**config.mk**
```make
export PLATFORM = sky130hd
export DESIGN_NAME = sram_sp_ctrl_flat
export DESIGN_NICKNAME = d
export VERILOG_FILES = /design/src/rtl/sram_sp_ctrl_pkg.sv /design/src/rtl/sram_sp_ctrl_if.sv /design/src/rtl/sram_sp_ctrl_sync_fifo.sv /design/src/rtl/sram_sp_ctrl.sv /design/src/flat_wrapper.sv
export SDC_FILE = /design/constraint.sdc
export NUM_CORES = 1
export LEC_CHECK = 0
export ABC_AREA = 1
export BUFFER_PORTS_ARGS = -buffer_cell sky130_fd_sc_hd__buf_2
export CORE_MARGIN = 3
export CORE_UTILIZATION = 57
export CTS_BUF_LIST = sky130_fd_sc_hd__clkbuf_4 sky130_fd_sc_hd__clkbuf_8
export CTS_CLUSTER_SIZE = 40
export DETAILED_ROUTE_END_ITERATION = 7
export PLACE_DENSITY_LB_ADDON = 0.3
export SLEW_MARGIN = 10
export SYNTH_ARGS = -nofsm -noshare
export SYNTH_HDL_FRONTEND = slang
export SYNTH_HIERARCHICAL = 1
export SYNTH_SLANG_ARGS = --single-unit
```
**constraint.sdc**
```tcl
create_clock -name CLK -period 6.6 [get_ports CLK]
set_clock_uncertainty 0.05 [all_clocks]
set_input_delay 0.33 -clock CLK [delete_from_list [all_inputs] [get_ports CLK]]
set_output_delay 0.33 -clock CLK [all_outputs]
set_load 0.005 [all_outputs]
```
**src/rtl/sram_sp_ctrl_pkg.sv**
```systemverilog
// Shared definitions for the single-port SRAM controller: byte geometry,
// a constant log2 helper and the byte-enable to bit-write-enable expansion.
package sram_ctrl_pkg;

  localparam int BYTE_W     = 8;
  localparam int MAX_DATA_W = 1024;
  localparam int MAX_BEN_W  = MAX_DATA_W / BYTE_W;

  function automatic int clog2(input int value);
    int result;
    int rem;
    result = 0;
    rem    = value - 1;
    while (rem > 0) begin
      result = result + 1;
      rem    = rem >> 1;
    end
    return result;
  endfunction

  // Callers zero-extend their enables and truncate the result to their own width.
  function automatic logic [MAX_DATA_W-1:0] ben_to_wen(input logic [MAX_BEN_W-1:0] ben);
    logic [MAX_DATA_W-1:0] wen;
    for (int k = 0; k < MAX_BEN_W; k++) begin
      wen[k*BYTE_W +: BYTE_W] = {BYTE_W{~ben[k]}};
    end
    return wen;
  endfunction

endpackage

```
**src/rtl/sram_sp_ctrl_if.sv**
```systemverilog
// SoC-side request/response bundle of the SRAM controller.
// The master modport is the requester, the slave modport is the controller.
interface sram_sp_ctrl_if
  import sram_ctrl_pkg::*;
#(
  parameter int DATA_W = 32,
  parameter int DEPTH  = 16384
);

  localparam int ADDR_W = clog2(DEPTH);
  localparam int BEN_W  = DATA_W / BYTE_W;

  logic              REQ_VALID;
  logic              REQ_READY;
  logic              REQ_WRITE;
  logic [ADDR_W-1:0] REQ_ADDR;
  logic [BEN_W-1:0]  REQ_BEN;
  logic [DATA_W-1:0] REQ_WDATA;
  logic              RSP_VALID;
  logic              RSP_READY;
  logic [DATA_W-1:0] RSP_RDATA;

  modport master (
    output REQ_VALID, REQ_WRITE, REQ_ADDR, REQ_BEN, REQ_WDATA, RSP_READY,
    input  REQ_READY, RSP_VALID, RSP_RDATA
  );

  modport slave (
    input  REQ_VALID, REQ_WRITE, REQ_ADDR, REQ_BEN, REQ_WDATA, RSP_READY,
    output REQ_READY, RSP_VALID, RSP_RDATA
  );

endinterface

```
**src/rtl/sram_sp_ctrl_sync_fifo.sv**
```systemverilog
// Synchronous FIFO with arbitrary (non power-of-two) depth and an occupancy count.
// The head entry is presented combinationally on pop_data.
module sync_fifo
  import sram_ctrl_pkg::*;
#(
  parameter  int WIDTH = 32,
  parameter  int DEPTH = 3,
  localparam int CNT_W = clog2(DEPTH + 1),
  localparam int PTR_W = (DEPTH > 1) ? clog2(DEPTH) : 1
) (
  input  logic             clk,
  input  logic             rst_n,
  input  logic             push,
  input  logic [WIDTH-1:0] push_data,
  input  logic             pop,
  output logic [WIDTH-1:0] pop_data,
  output logic             full,
  output logic             empty,
  output logic [CNT_W-1:0] count
);

  logic [WIDTH-1:0] mem [DEPTH];
  logic [PTR_W-1:0] wr_ptr;
  logic [PTR_W-1:0] rd_ptr;

  function automatic logic [PTR_W-1:0] next_ptr(input logic [PTR_W-1:0] ptr);
    return (ptr == PTR_W'(DEPTH - 1)) ? '0 : ptr + PTR_W'(1);
  endfunction

  always_ff @(posedge clk) begin
    if (!rst_n) begin
      wr_ptr <= '0;
      rd_ptr <= '0;
      count  <= '0;
    end else begin
      if (push) wr_ptr <= next_ptr(wr_ptr);
      if (pop)  rd_ptr <= next_ptr(rd_ptr);
      case ({push, pop})
        2'b10:   count <= count + CNT_W'(1);
        2'b01:   count <= count - CNT_W'(1);
        default: count <= count;
      endcase
    end
  end

  // Storage is left unreset; entries are only observed once written.
  always_ff @(posedge clk) begin
    if (push) mem[wr_ptr] <= push_data;
  end

  assign pop_data = mem[rd_ptr];
  assign full     = (count == CNT_W'(DEPTH));
  assign empty    = (count == '0);

  a_no_overflow:  assert property (@(posedge clk) disable iff (!rst_n) push |-> !full);
  a_no_underflow: assert property (@(posedge clk) disable iff (!rst_n) pop |-> !empty);

endmodule

```
**src/rtl/sram_sp_ctrl.sv**
```systemverilog
// Single-port SRAM controller: valid/ready requests in, macro driven in the
// acceptance cycle, read data buffered in a small FIFO with backpressure.
module sram_sp_ctrl
  import sram_ctrl_pkg::*;
#(
  parameter  int DATA_W    = 32,
  parameter  int DEPTH     = 16384,
  parameter  int RSP_DEPTH = 3,
  localparam int ADDR_W    = clog2(DEPTH)
) (
  input  logic              CLK,
  input  logic              RESETn,
  sram_sp_ctrl_if.slave     bus,
  output logic              SRAM_CEN,
  output logic              SRAM_GWEN,
  output logic [DATA_W-1:0] SRAM_WEN,
  output logic [ADDR_W-1:0] SRAM_A,
  output logic [DATA_W-1:0] SRAM_D,
  input  logic [DATA_W-1:0] SRAM_Q
);

  localparam int CNT_W = clog2(RSP_DEPTH + 1);

  logic              inflight;
  logic [CNT_W-1:0]  fifo_count;
  logic              fifo_full;
  logic              fifo_empty;
  logic [DATA_W-1:0] fifo_head;
  logic [CNT_W-1:0]  occupancy;
  logic              req_ready;
  logic              accept;
  logic              rd_accept;
  logic              wr_access;
  logic              pop;
  logic [ADDR_W-1:0] a_q;
  logic [DATA_W-1:0] d_q;

  // A slot is reserved for every read already in the macro, so the FIFO can never overflow.
  always_comb begin
    occupancy = fifo_count + CNT_W'(inflight);
    req_ready = RESETn && (occupancy < CNT_W'(RSP_DEPTH));
    accept    = bus.REQ_VALID && req_ready;
    rd_accept = accept && !bus.REQ_WRITE;
    wr_access = accept && bus.REQ_WRITE && (|bus.REQ_BEN);
  end

  always_comb begin
    SRAM_CEN  = !(rd_accept || wr_access);
    SRAM_GWEN = !wr_access;
    SRAM_WEN  = '1;
    SRAM_A    = a_q;
    SRAM_D    = d_q;
    if (rd_accept || wr_access) SRAM_A = bus.REQ_ADDR;
    if (wr_access) begin
      SRAM_WEN = DATA_W'(ben_to_wen(MAX_BEN_W'(bus.REQ_BEN)));
      SRAM_D   = bus.REQ_WDATA;
    end
  end

  // Address and data are held when idle so the macro pins do not toggle.
  always_ff @(posedge CLK) begin
    if (!RESETn) begin
      inflight <= 1'b0;
      a_q      <= '0;
      d_q      <= '0;
    end else begin
      inflight <= rd_accept;
      if (rd_accept || wr_access) a_q <= bus.REQ_ADDR;
      if (wr_access)              d_q <= bus.REQ_WDATA;
    end
  end

  sync_fifo #(
    .WIDTH (DATA_W),
    .DEPTH (RSP_DEPTH)
  ) u_rsp_fifo (
    .clk       (CLK),
    .rst_n     (RESETn),
    .push      (inflight),
    .push_data (SRAM_Q),
    .pop       (pop),
    .pop_data  (fifo_head),
    .full      (fifo_full),
    .empty     (fifo_empty),
    .count     (fifo_count)
  );

  assign pop           = bus.RSP_VALID && bus.RSP_READY;
  assign bus.RSP_VALID = RESETn && !fifo_empty;
  assign bus.RSP_RDATA = fifo_head;
  assign bus.REQ_READY = req_ready;

  a_slot_reserved: assert property (@(posedge CLK) disable iff (!RESETn) inflight |-> !fifo_full);

endmodule

```
**src/flat_wrapper.sv**
```systemverilog
// flat-port wrapper written by rule: the top's interface ports become plain ports
module sram_sp_ctrl_flat import sram_ctrl_pkg::*;
#(
  parameter  int DATA_W    = 32,
  parameter  int DEPTH     = 16384,
  parameter  int RSP_DEPTH = 3,
  localparam int ADDR_W    = clog2(DEPTH)
)
  (CLK, RESETn, SRAM_CEN, SRAM_GWEN, SRAM_WEN, SRAM_A, SRAM_D, SRAM_Q, bus_REQ_VALID, bus_REQ_WRITE, bus_REQ_ADDR, bus_REQ_BEN, bus_REQ_WDATA, bus_RSP_READY, bus_REQ_READY, bus_RSP_VALID, bus_RSP_RDATA);
  sram_sp_ctrl_if #(.DATA_W(DATA_W), .DEPTH(DEPTH)) bus_i ();
  input  logic CLK;
  input  logic RESETn;
  output logic SRAM_CEN;
  output logic SRAM_GWEN;
  output logic [DATA_W-1:0] SRAM_WEN;
  output logic [ADDR_W-1:0] SRAM_A;
  output logic [DATA_W-1:0] SRAM_D;
  input  logic [DATA_W-1:0] SRAM_Q;
  input wire logic [$bits(bus_i.REQ_VALID)-1:0] bus_REQ_VALID;
  input wire logic [$bits(bus_i.REQ_WRITE)-1:0] bus_REQ_WRITE;
  input wire logic [$bits(bus_i.REQ_ADDR)-1:0] bus_REQ_ADDR;
  input wire logic [$bits(bus_i.REQ_BEN)-1:0] bus_REQ_BEN;
  input wire logic [$bits(bus_i.REQ_WDATA)-1:0] bus_REQ_WDATA;
  input wire logic [$bits(bus_i.RSP_READY)-1:0] bus_RSP_READY;
  output wire logic [$bits(bus_i.REQ_READY)-1:0] bus_REQ_READY;
  output wire logic [$bits(bus_i.RSP_VALID)-1:0] bus_RSP_VALID;
  output wire logic [$bits(bus_i.RSP_RDATA)-1:0] bus_RSP_RDATA;
  assign bus_i.REQ_VALID = bus_REQ_VALID;
  assign bus_i.REQ_WRITE = bus_REQ_WRITE;
  assign bus_i.REQ_ADDR = bus_REQ_ADDR;
  assign bus_i.REQ_BEN = bus_REQ_BEN;
  assign bus_i.REQ_WDATA = bus_REQ_WDATA;
  assign bus_i.RSP_READY = bus_RSP_READY;
  assign bus_REQ_READY = bus_i.REQ_READY;
  assign bus_RSP_VALID = bus_i.RSP_VALID;
  assign bus_RSP_RDATA = bus_i.RSP_RDATA;
  sram_sp_ctrl #(.DATA_W(DATA_W), .DEPTH(DEPTH), .RSP_DEPTH(RSP_DEPTH)) u_core (.CLK(CLK), .RESETn(RESETn), .bus(bus_i), .SRAM_CEN(SRAM_CEN), .SRAM_GWEN(SRAM_GWEN), .SRAM_WEN(SRAM_WEN), .SRAM_A(SRAM_A), .SRAM_D(SRAM_D), .SRAM_Q(SRAM_Q));
endmodule
```
==> results.json, run 1 <==
{
  "htreeDepth": 4,
  "endpoint_kind": "output pin",
  "worst_pin_slew_ns": 1.044,
  "dr.first_iter.drc_count": 328,
  "wl_per_cell_um": 13.98,
  "post-place-ws_ns": 3.589,
  "core_sq_um": 10980,
  "critPathKind": "flop to output pin",
  "routed_wl_um": 13700,
  "cp.arrival_ns": 2.91,
  "cap_violations": 0,
  "final_area_sq_um": 7652,
  "crit_path_start_kind": "flop",
  "r2r_setup_slack_ns": 4.09,
  "dr.pass1.iters": 4,
  "cts_buffer_depth": 2,
  "fin_util": 0.6967,
  "grt-ovfl-total": 0,
  "fin_ws_ns": 3.314,
  "dpl_cell_area_sq_um": 7243,
  "cts_resized": 0,
  "relSlewSlack": 0.3041,
  "grt_setup_unrepaired": "no",
  "drv_slew": 0,
  "layout_commonest_cell": "buf_2",
  "cts_tree": "done",
  "min_period_ns": 3.286,
  "critPathBufInv": 2,
  "grt_pass1_wl_um": 21890,
  "reg2regPathDepth": 8,
  "syn_area_sq_um": 6484,
  "critical_path.max_fanout": 80,
  "rr_endpoint": "u_core/d_q[6]",
  "r2r_start": "u_core/u_rsp_fifo/count[0]",
  "hold_viol": 0,
  "cts_buffers": 17,
  "peakVddDrop_uv": 145.0,
  "die_area_sq_um": 12690,
  "grt_max_degree": 81,
  "crit_family": "simple AND/OR/NAND/NOR gates",
  "dieHeight_um": 112.7,
  "clk_pin_slew_ns": 0.07,
  "finalSetupViolCount": 0,
  "critPathCapture": "SRAM_D[6]",
  "slowest_delay_ns": 0.76,
  "vias": 4747,
  "powerDensity_nw_per_um2": 255.6,
  "finalCritPeriodShare": 0.4979,
  "power.leakage_nw": 3.755,
  "status": "finished, final reports clean",
  "vias_per_cell": 4.844,
  "yosysWarnings": 6,
  "setup_tns_ns": 0,
  "antennaDiodeCount": 0,
  "crit_path_frequent_cell": "nand2_1",
  "gp_congestion": 0.7503,
  "grt_pass1_vias": 4691,
  "max_freq_ghz": 0.3043,
  "slowest_stage": "nand3_4",
  "clk_latency_ns": 0.43,
  "cts_root_buf": "clkbuf_8",
  "layout.nets": 916,
  "drive_gt1_frac": 0.3250,
  "path_cells": "ha_1 -> nand2_1 -> nand2_1 -> nor2_1 -> nor2_4 -> nand3_4 -> o21ai_1 -> inv_1 -> buf_2",
  "post_cts_buffers": 0,
  "most-common-layout-cells": "buf_2 (200), inv_1 (121), nand2_1 (97)",
  "cts_hold_buf": 0,
  "dieWidth_um": 112.7,
  "syn_inst": 660,
  "track_usage": 0.2176,
  "worstPathRequired_ns": 6.22,
  "rows": 38,
  "avgSynthCellArea_sq_um": 9.824,
  "io_pins": 201,
  "antenna_found_initial": 0,
  "crit_path_start": "u_core/u_rsp_fifo/count[0]",
  "area_growth_pct": 18.02,
  "crit_cells": 9,
  "synth_nets": 749,
  "io_buffers": 200,
  "cts.sinks": 151,
  "start_util": 0.5903,
  "detail-route-antenna-nets": 0,
  "route.detailed.drc": 0,
  "hp-start": "SRAM_Q[23]",
  "dp_hpwl_um": 9077,
  "holdCritPathClass": "input port to flop"
}
-- through the flow --
step                      power, mW  hold slack [ns]  instances
after CTS                     1.976          0.01579        980
after global placement        1.249           0.3995        948
after global routing          2.044          0.01887        980
after floorplan               1.173           0.3789        660
final                         1.956          0.04767        980
after detailed placement      1.256           0.4230        948
-- sequential cells by signal (all words and copies together) (netlist names), named ones only --
| name | flops |
|---|---|
| u_core/u_rsp_fifo/mem | 96 |
| u_core/u_rsp_fifo/rd_ptr | 2 |
| u_core/a_q | 14 |
| u_core/u_rsp_fifo/wr_ptr | 2 |
| u_core/u_rsp_fifo/count | 2 |
| u_core/inflight | 1 |
| u_core/d_q | 32 |
-- worst reg2reg max path: stages, from the launching register on --
cell and delay (ns):
dfxtp_1 0.40, ha_1 0.21, nand2_1 0.08, nand2_1 0.07, nor2_1 0.06, nor2_4 0.11, nand3_4 0.76, o21ai_1 0.57
nor2_1 0.07
-- cell type report --
| class | instances | area (sq um) |
|---|---|---|
| Tap cell | 140 | 175.2 |
| Clock buffer | 19 | 249.0 |
| Sequential cell | 151 | 3984 |
| Fill cell | 851 | 3331 |
| Clock inverter | 13 | 160.2 |
| Multi-Input combinational cell | 328 | 1573 |
| Inverter | 124 | 473.0 |
| Timing Repair Buffer | 205 | 1039 |
-- worst min path at each step --
stage                                    to  slack [ns]  depth (start not counted)
2_1_floorplan   u_core/u_rsp_fifo/mem[0][0]        0.38                          0
3_3_place_gp    u_core/u_rsp_fifo/wr_ptr[1]        0.40                          2
3_5_place_dp    u_core/u_rsp_fifo/wr_ptr[1]        0.42                          2
4_1_cts        u_core/u_rsp_fifo/mem[0][31]        0.02                          1
5_1_grt        u_core/u_rsp_fifo/mem[1][10]        0.02                          1
6_report       u_core/u_rsp_fifo/mem[1][23]        0.05                          1
-- metal layers --
layer  routed length, um  part of all wire  track usage  up-vias
li1                    -                 -            -     2391
met2                7126              0.52       0.3764      155
met1                5518              0.40       0.2596     2186
met4                 167             0.012      0.08734        0
met3                 888             0.065      0.05553       15
met5                   0                 0            0        -
-- power breakdown --
part           leakage [nW]  total [mW]  switching [mW]  internal, mW
Combinational          2.23       0.197           0.113        0.0843
Sequential             1.32        1.04         0.00788          1.03
Clock                 0.205       0.722           0.311         0.411
Power figures use the tool's default switching activity.
==> run 2, diff against run 1 <==
--- a/config.mk
+++ b/config.mk
@@ -8,7 +8,7 @@
 export ABC_AREA = 1
 export BUFFER_PORTS_ARGS = -buffer_cell sky130_fd_sc_hd__buf_2
 export CORE_MARGIN = 3
-export CORE_UTILIZATION = 57
+export CORE_UTILIZATION = 48
 export CTS_BUF_LIST = sky130_fd_sc_hd__clkbuf_4 sky130_fd_sc_hd__clkbuf_8
 export CTS_CLUSTER_SIZE = 40
 export DETAILED_ROUTE_END_ITERATION = 7
==> constraint.sdc (replaced) <==
create_clock -name CLK -period 2.75 [get_ports CLK]
set_clock_uncertainty 0.05 [all_clocks]
set_input_delay 0.1375 -clock CLK [delete_from_list [all_inputs] [get_ports CLK]]
set_output_delay 0.1375 -clock CLK [all_outputs]
set_load 0.005 [all_outputs]
==> run 2 against run 1 <==
Net effect: via count grew 8.0%; final cell count rose by 12%; sequential share of layout area down 5.8 points; critical path depth up 2; clock-buffer cell count shrank 2; register-to-register slack worse by 3.3 ns; first-iteration DRC count grew 27%; non-clock buffer count is 83 higher; combinational power increased to 2.9 times the previous value; power increased to 2.6 times the previous value.
==> results.json, run 2 (synthesis results as in run 1) <==
{
  "relSlewSlack": 0.4666,
  "grt_pass1_vias": 5172,
  "dieWidth_um": 122.2,
  "dieHeight_um": 122.2,
  "vias": 5128,
  "area_growth_pct": 32.81,
  "holdWs_ns": 0.1593,
  "grt-ovfl-total": 0,
  "layout_commonest_cell": "buf_2",
  "clk_pin_slew_ns": 0.08,
  "cts_tree": "done",
  "grt_max_degree": 44,
  "grt_setup_unrepaired": "no",
  "cts_buffer_depth": 2,
  "routed_wl_um": 15200,
  "dp_hpwl_um": 9283,
  "io_buffers": 200,
  "antenna_found_initial": 0,
  "status": "finished, final reports clean",
  "powerDensity_nw_per_um2": 582.6,
  "critPathKind": "flop to output pin",
  "detail-route-antenna-nets": 0,
  "vias_per_cell": 4.679,
  "dr.first_iter.drc_count": 418,
  "rows": 41,
  "clk_latency_ns": 0.43,
  "gp_congestion": 0.7970,
  "finalSetupViolCount": 0,
  "route.detailed.drc": 0,
  "layout.nets": 1000,
  "worst_pin_slew_ns": 0.7990,
  "die_area_sq_um": 14940,
  "hold_viol": 0,
  "start_util": 0.5015,
  "grt_pass1_wl_um": 23900,
  "regMostFlops": "u_core/u_rsp_fifo/mem",
  "drive_gt1_frac": 0.3041,
  "most-common-layout-cells": "buf_2 (200), inv_1 (121), nand2_1 (97)",
  "cts_root_buf": "clkbuf_8",
  "endpoint_kind": "output pin",
  "regArea_sq_um": 3984,
  "cap_violations": 0,
  "cts.sinks": 151,
  "drv_slew": 0,
  "fin_ws_ns": 0.2722,
  "track_usage": 0.2057,
  "core_sq_um": 12930,
  "critical_path.max_fanout": 43,
  "worstPathRequired_ns": 2.56,
  "max_freq_ghz": 0.4036,
  "fillers": 1035,
  "reg_top3": "u_core/u_rsp_fifo/mem x96, u_core/d_q x32, u_core/a_q x14",
  "placed_cells": 984,
  "cts_buffers": 17,
  "power.leakage_nw": 4.137,
  "largest_register_ffs": 96,
  "htreeDepth": 4,
  "finalCritPeriodShare": 0.9010,
  "post-place-ws_ns": 0.6717,
  "multi_input_area_sq_um": 1589,
  "setup_tns_ns": 0,
  "post_cts_buffers": 0,
  "holdCritPathClass": "input port to flop",
  "layoutNonFillerInstCount": 1096,
  "cp.arrival_ns": 2.29,
  "antennaDiodeCount": 0,
  "dr.pass1.iters": 4,
  "wl_per_cell_um": 13.86,
  "peakVddDrop_uv": 284.8,
  "min_period_ns": 2.478,
  "crit_path_start_kind": "flop",
  "io_pins": 201
}
[run 2: worst paths after layout]
check	startpoint	to	slack [ns]	depth (start not counted)
worst max-delay path	u_core/inflight	SRAM_D[5]	0.27	11
worst min-delay path	bus_REQ_WRITE	u_core/a_q[13]	0.16	5
worst max register to register	u_core/inflight	u_core/d_q[5]	0.83	10
worst min register to register	u_core/u_rsp_fifo/wr_ptr[1]	u_core/u_rsp_fifo/wr_ptr[1]	0.43	2
[run 2: power by group]
| group | switching, mW | total, mW | internal [mW] |
|---|---|---|---|
| logic | 0.293 | 0.574 | 0.281 |
| registers | 0.0226 | 2.49 | 2.47 |
| clock network | 0.790 | 1.95 | 1.16 |
[run 2: critical path, cell delays in order (launching register included)]
cell and delay [ns]:
dfxtp_1 0.35, ha_1 0.25, nand2_1 0.09, nand2_1 0.05, nor2_1 0.16, nor2_4 0.07, nand3_4 0.19, buf_12 0.27
nand2_1 0.10, o21ai_1 0.13, inv_1 0.06, buf_2 0.12
[run 2: cell type report]
type                       instances  share of cell area
multi-input combinational        329              0.1845
inverter                         124             0.05493
clock inverter                    15             0.02688
timing repair buffer             288              0.2188
clock buffer                      17             0.02717
sequential                       151              0.4627
tap                              172             0.02499
[run 2: repair_timing]
item                                    4_1_cts  5_1_grt
endpoints found under the setup margin        0        1
gates resized for setup                       0        0
endpoints found under the hold margin       150        0
hold buffers                                 79        0
[run 2: per-layer routing]
metal	wire length (um)	track usage
met1	5869	0.2203
met2	7966	0.3768
met3	1105	0.05945
met4	255	0.08677
met5	0	0
[run 2: metrics by stage]
step	area (sq um)	utilization	total power, mW
floorplan	6489	-	2.816
global placement	7345	0.5681	3.002
detailed placement	7345	0.5681	3.020
CTS	8601	0.6653	5.056
global route	8611	0.6661	5.235
finish	8611	0.6661	5.016
==> run 3, diff against run 2 <==
--- a/config.mk
+++ b/config.mk
@@ -5,7 +5,6 @@
 export SDC_FILE = /design/constraint.sdc
 export NUM_CORES = 1
 export LEC_CHECK = 0
-export ABC_AREA = 1
 export BUFFER_PORTS_ARGS = -buffer_cell sky130_fd_sc_hd__buf_2
 export CORE_MARGIN = 3
 export CORE_UTILIZATION = 48
==> run 3 against run 2 <==
Net effect: routed wire length shrank 6.2%; sequential power is essentially flat; global-route usage shrank 2.0 points; synthesized cell count shrank 20%; sequential cell count is the same; maximum frequency shrank 5.1%; critical path depth shrank 6.
==> results.json, run 3 <==
{
  "status": "finished, final reports clean",
  "vias_per_cell": 4.755,
  "reg_top3": "u_core/u_rsp_fifo/mem x96, u_core/d_q x32, u_core/a_q x14",
  "layout.nets": 875,
  "met3_usage": 0.05535,
  "critPathKind": "flop to output pin",
  "dr.first_iter.drc_count": 283,
  "hold_viol": 0,
  "gp_congestion": 0.7680,
  "peakVddDrop_uv": 250.3,
  "grt_max_degree": 51,
  "htreeDepth": 4,
  "dieWidth_um": 123.3,
  "die_area_sq_um": 15200,
  "grtUsageMet2": 0.3089,
  "r2r_start": "u_core/inflight",
  "worst_pin_slew_ns": 0.7452,
  "start_util": 0.4948,
  "grt.busiest_layer": "met2",
  "antennaDiodeCount": 0,
  "core_sq_um": 13350,
  "cts_buffer_depth": 2,
  "reg2regPathDepth": 5,
  "grt_pass1_wl_um": 21820,
  "routed_wl_um": 14250,
  "cts.sinks": 151,
  "route.detailed.drc": 0,
  "post_cts_buffers": 0,
  "drv_slew": 0,
  "cap_violations": 0,
  "clk_latency_ns": 0.43,
  "io_buffers": 200,
  "hold_end": "u_core/u_rsp_fifo/rd_ptr[1]",
  "cts_buffers": 17,
  "syn_inst": 526,
  "vias": 4631,
  "finalCritPeriodShare": 0.9493,
  "holdPathStages": 4,
  "powerDensity_nw_per_um2": 517.6,
  "crit_path_start_kind": "flop",
  "holdCritPathClass": "input port to flop",
  "drive_gt1_frac": 0.3496,
  "critical_path.max_fanout": 19,
  "most-common-layout-cells": "buf_2 (200), edfxtp_1 (96), nand2_1 (83)",
  "layout_commonest_cell": "buf_2",
  "hp-start": "bus_RSP_READY",
  "rows": 42,
  "grt_setup_unrepaired": "no",
  "dr.pass1.iters": 4,
  "holdWs_ns": 0.1765,
  "grt_util_met1": 0.2281,
  "cp.arrival_ns": 2.42,
  "io_pins": 201,
  "setup_tns_ns": 0,
  "detail-route-antenna-nets": 0,
  "max_freq_ghz": 0.3831,
  "relSlewSlack": 0.5032,
  "clk_pin_slew_ns": 0.08,
  "cts_root_buf": "clkbuf_8",
  "power.leakage_nw": 3.885,
  "endpoint_kind": "output pin",
  "rr_endpoint": "u_core/d_q[24]",
  "syn_area_sq_um": 6604,
  "track_usage": 0.1853,
  "dieHeight_um": 123.3,
  "yosysWarnings": 6,
  "fin_util": 0.6579,
  "cts_tree": "done",
  "regMostFlops": "u_core/u_rsp_fifo/mem",
  "dp_hpwl_um": 8938,
  "area_growth_pct": 32.97,
  "worstPathRequired_ns": 2.56,
  "finalSetupViolCount": 0,
  "grt-ovfl-total": 0,
  "wl_per_cell_um": 14.63,
  "largest_register_ffs": 96,
  "grt_pass1_vias": 4563,
  "r2r_setup_slack_ns": 0.63,
  "min_period_ns": 2.610,
  "synth_nets": 615,
  "antenna_found_initial": 0,
  "avgSynthCellArea_sq_um": 12.55
}
-- run 3: worst max-delay path by stage --
stage                                           start                           to  slack, ns  cells past startpoint
after floorplan           u_core/u_rsp_fifo/wr_ptr[1]  u_core/u_rsp_fifo/mem[2][0]       0.49                      2
after detailed placement              u_core/inflight                   SRAM_D[21]       0.51                      6
after CTS                             u_core/inflight                   SRAM_D[21]      0.001                      6
after global placement                u_core/inflight                   SRAM_D[22]       0.56                      6
after global routing                  u_core/inflight                    SRAM_A[3]      0.008                      5
final                                 u_core/inflight                   SRAM_A[11]       0.14                      5
-- run 3: layer usage --
metal | routed length [um] | vias to the layer above
li1 | - | 2296
met1 | 6146 | 2167
met2 | 6980 | 151
met3 | 906 | 17
met4 | 214 | 0
met5 | 0 | -
-- run 3: worst max-delay path, stage by stage (launching register included) --
cell and delay, ns:
dfxtp_1 0.35, ha_1 0.24, xnor2_2 0.21, o221ai_4 0.61, mux2_2 0.42, buf_2 0.14
-- run 3: what timing repair did --
item                                    CTS  global route
hold buffers                             82             0
resized for setup                         0             1
endpoints found under the setup margin    0            44
hold endpoints to repair                147             0
-- run 3: per-stage QoR --
step           setup WS, ns  total power, mW  cells  instance area, sq um
4_1_cts            0.001137            4.575    973                  8748
3_5_place_dp         0.5083            3.007    860                  7586
6_report             0.1395            4.545    974                  8781
3_3_place_gp         0.5598            2.993    860                  7586
2_1_floorplan        0.4861            2.808    526                  6614
5_1_grt            0.008352            4.755    974                  8781
-- run 3: cell type report --
class / instances / area, sq um
fillers: 992 / 4567
flip-flops and latches: 151 / 3986
multi-input cells: 272 / 2087
repair buffers: 295 / 1962
clock buffers: 17 / 234.0
well taps: 176 / 220.2
inverters: 49 / 183.9
clock inverters: 14 / 107.6
-- run 3: report_power, final --
part	internal [mW]	total (mW)	switching [mW]
combinational	0.309	0.545	0.236
sequential	2.47	2.51	0.0399
clock	0.695	1.49	0.790
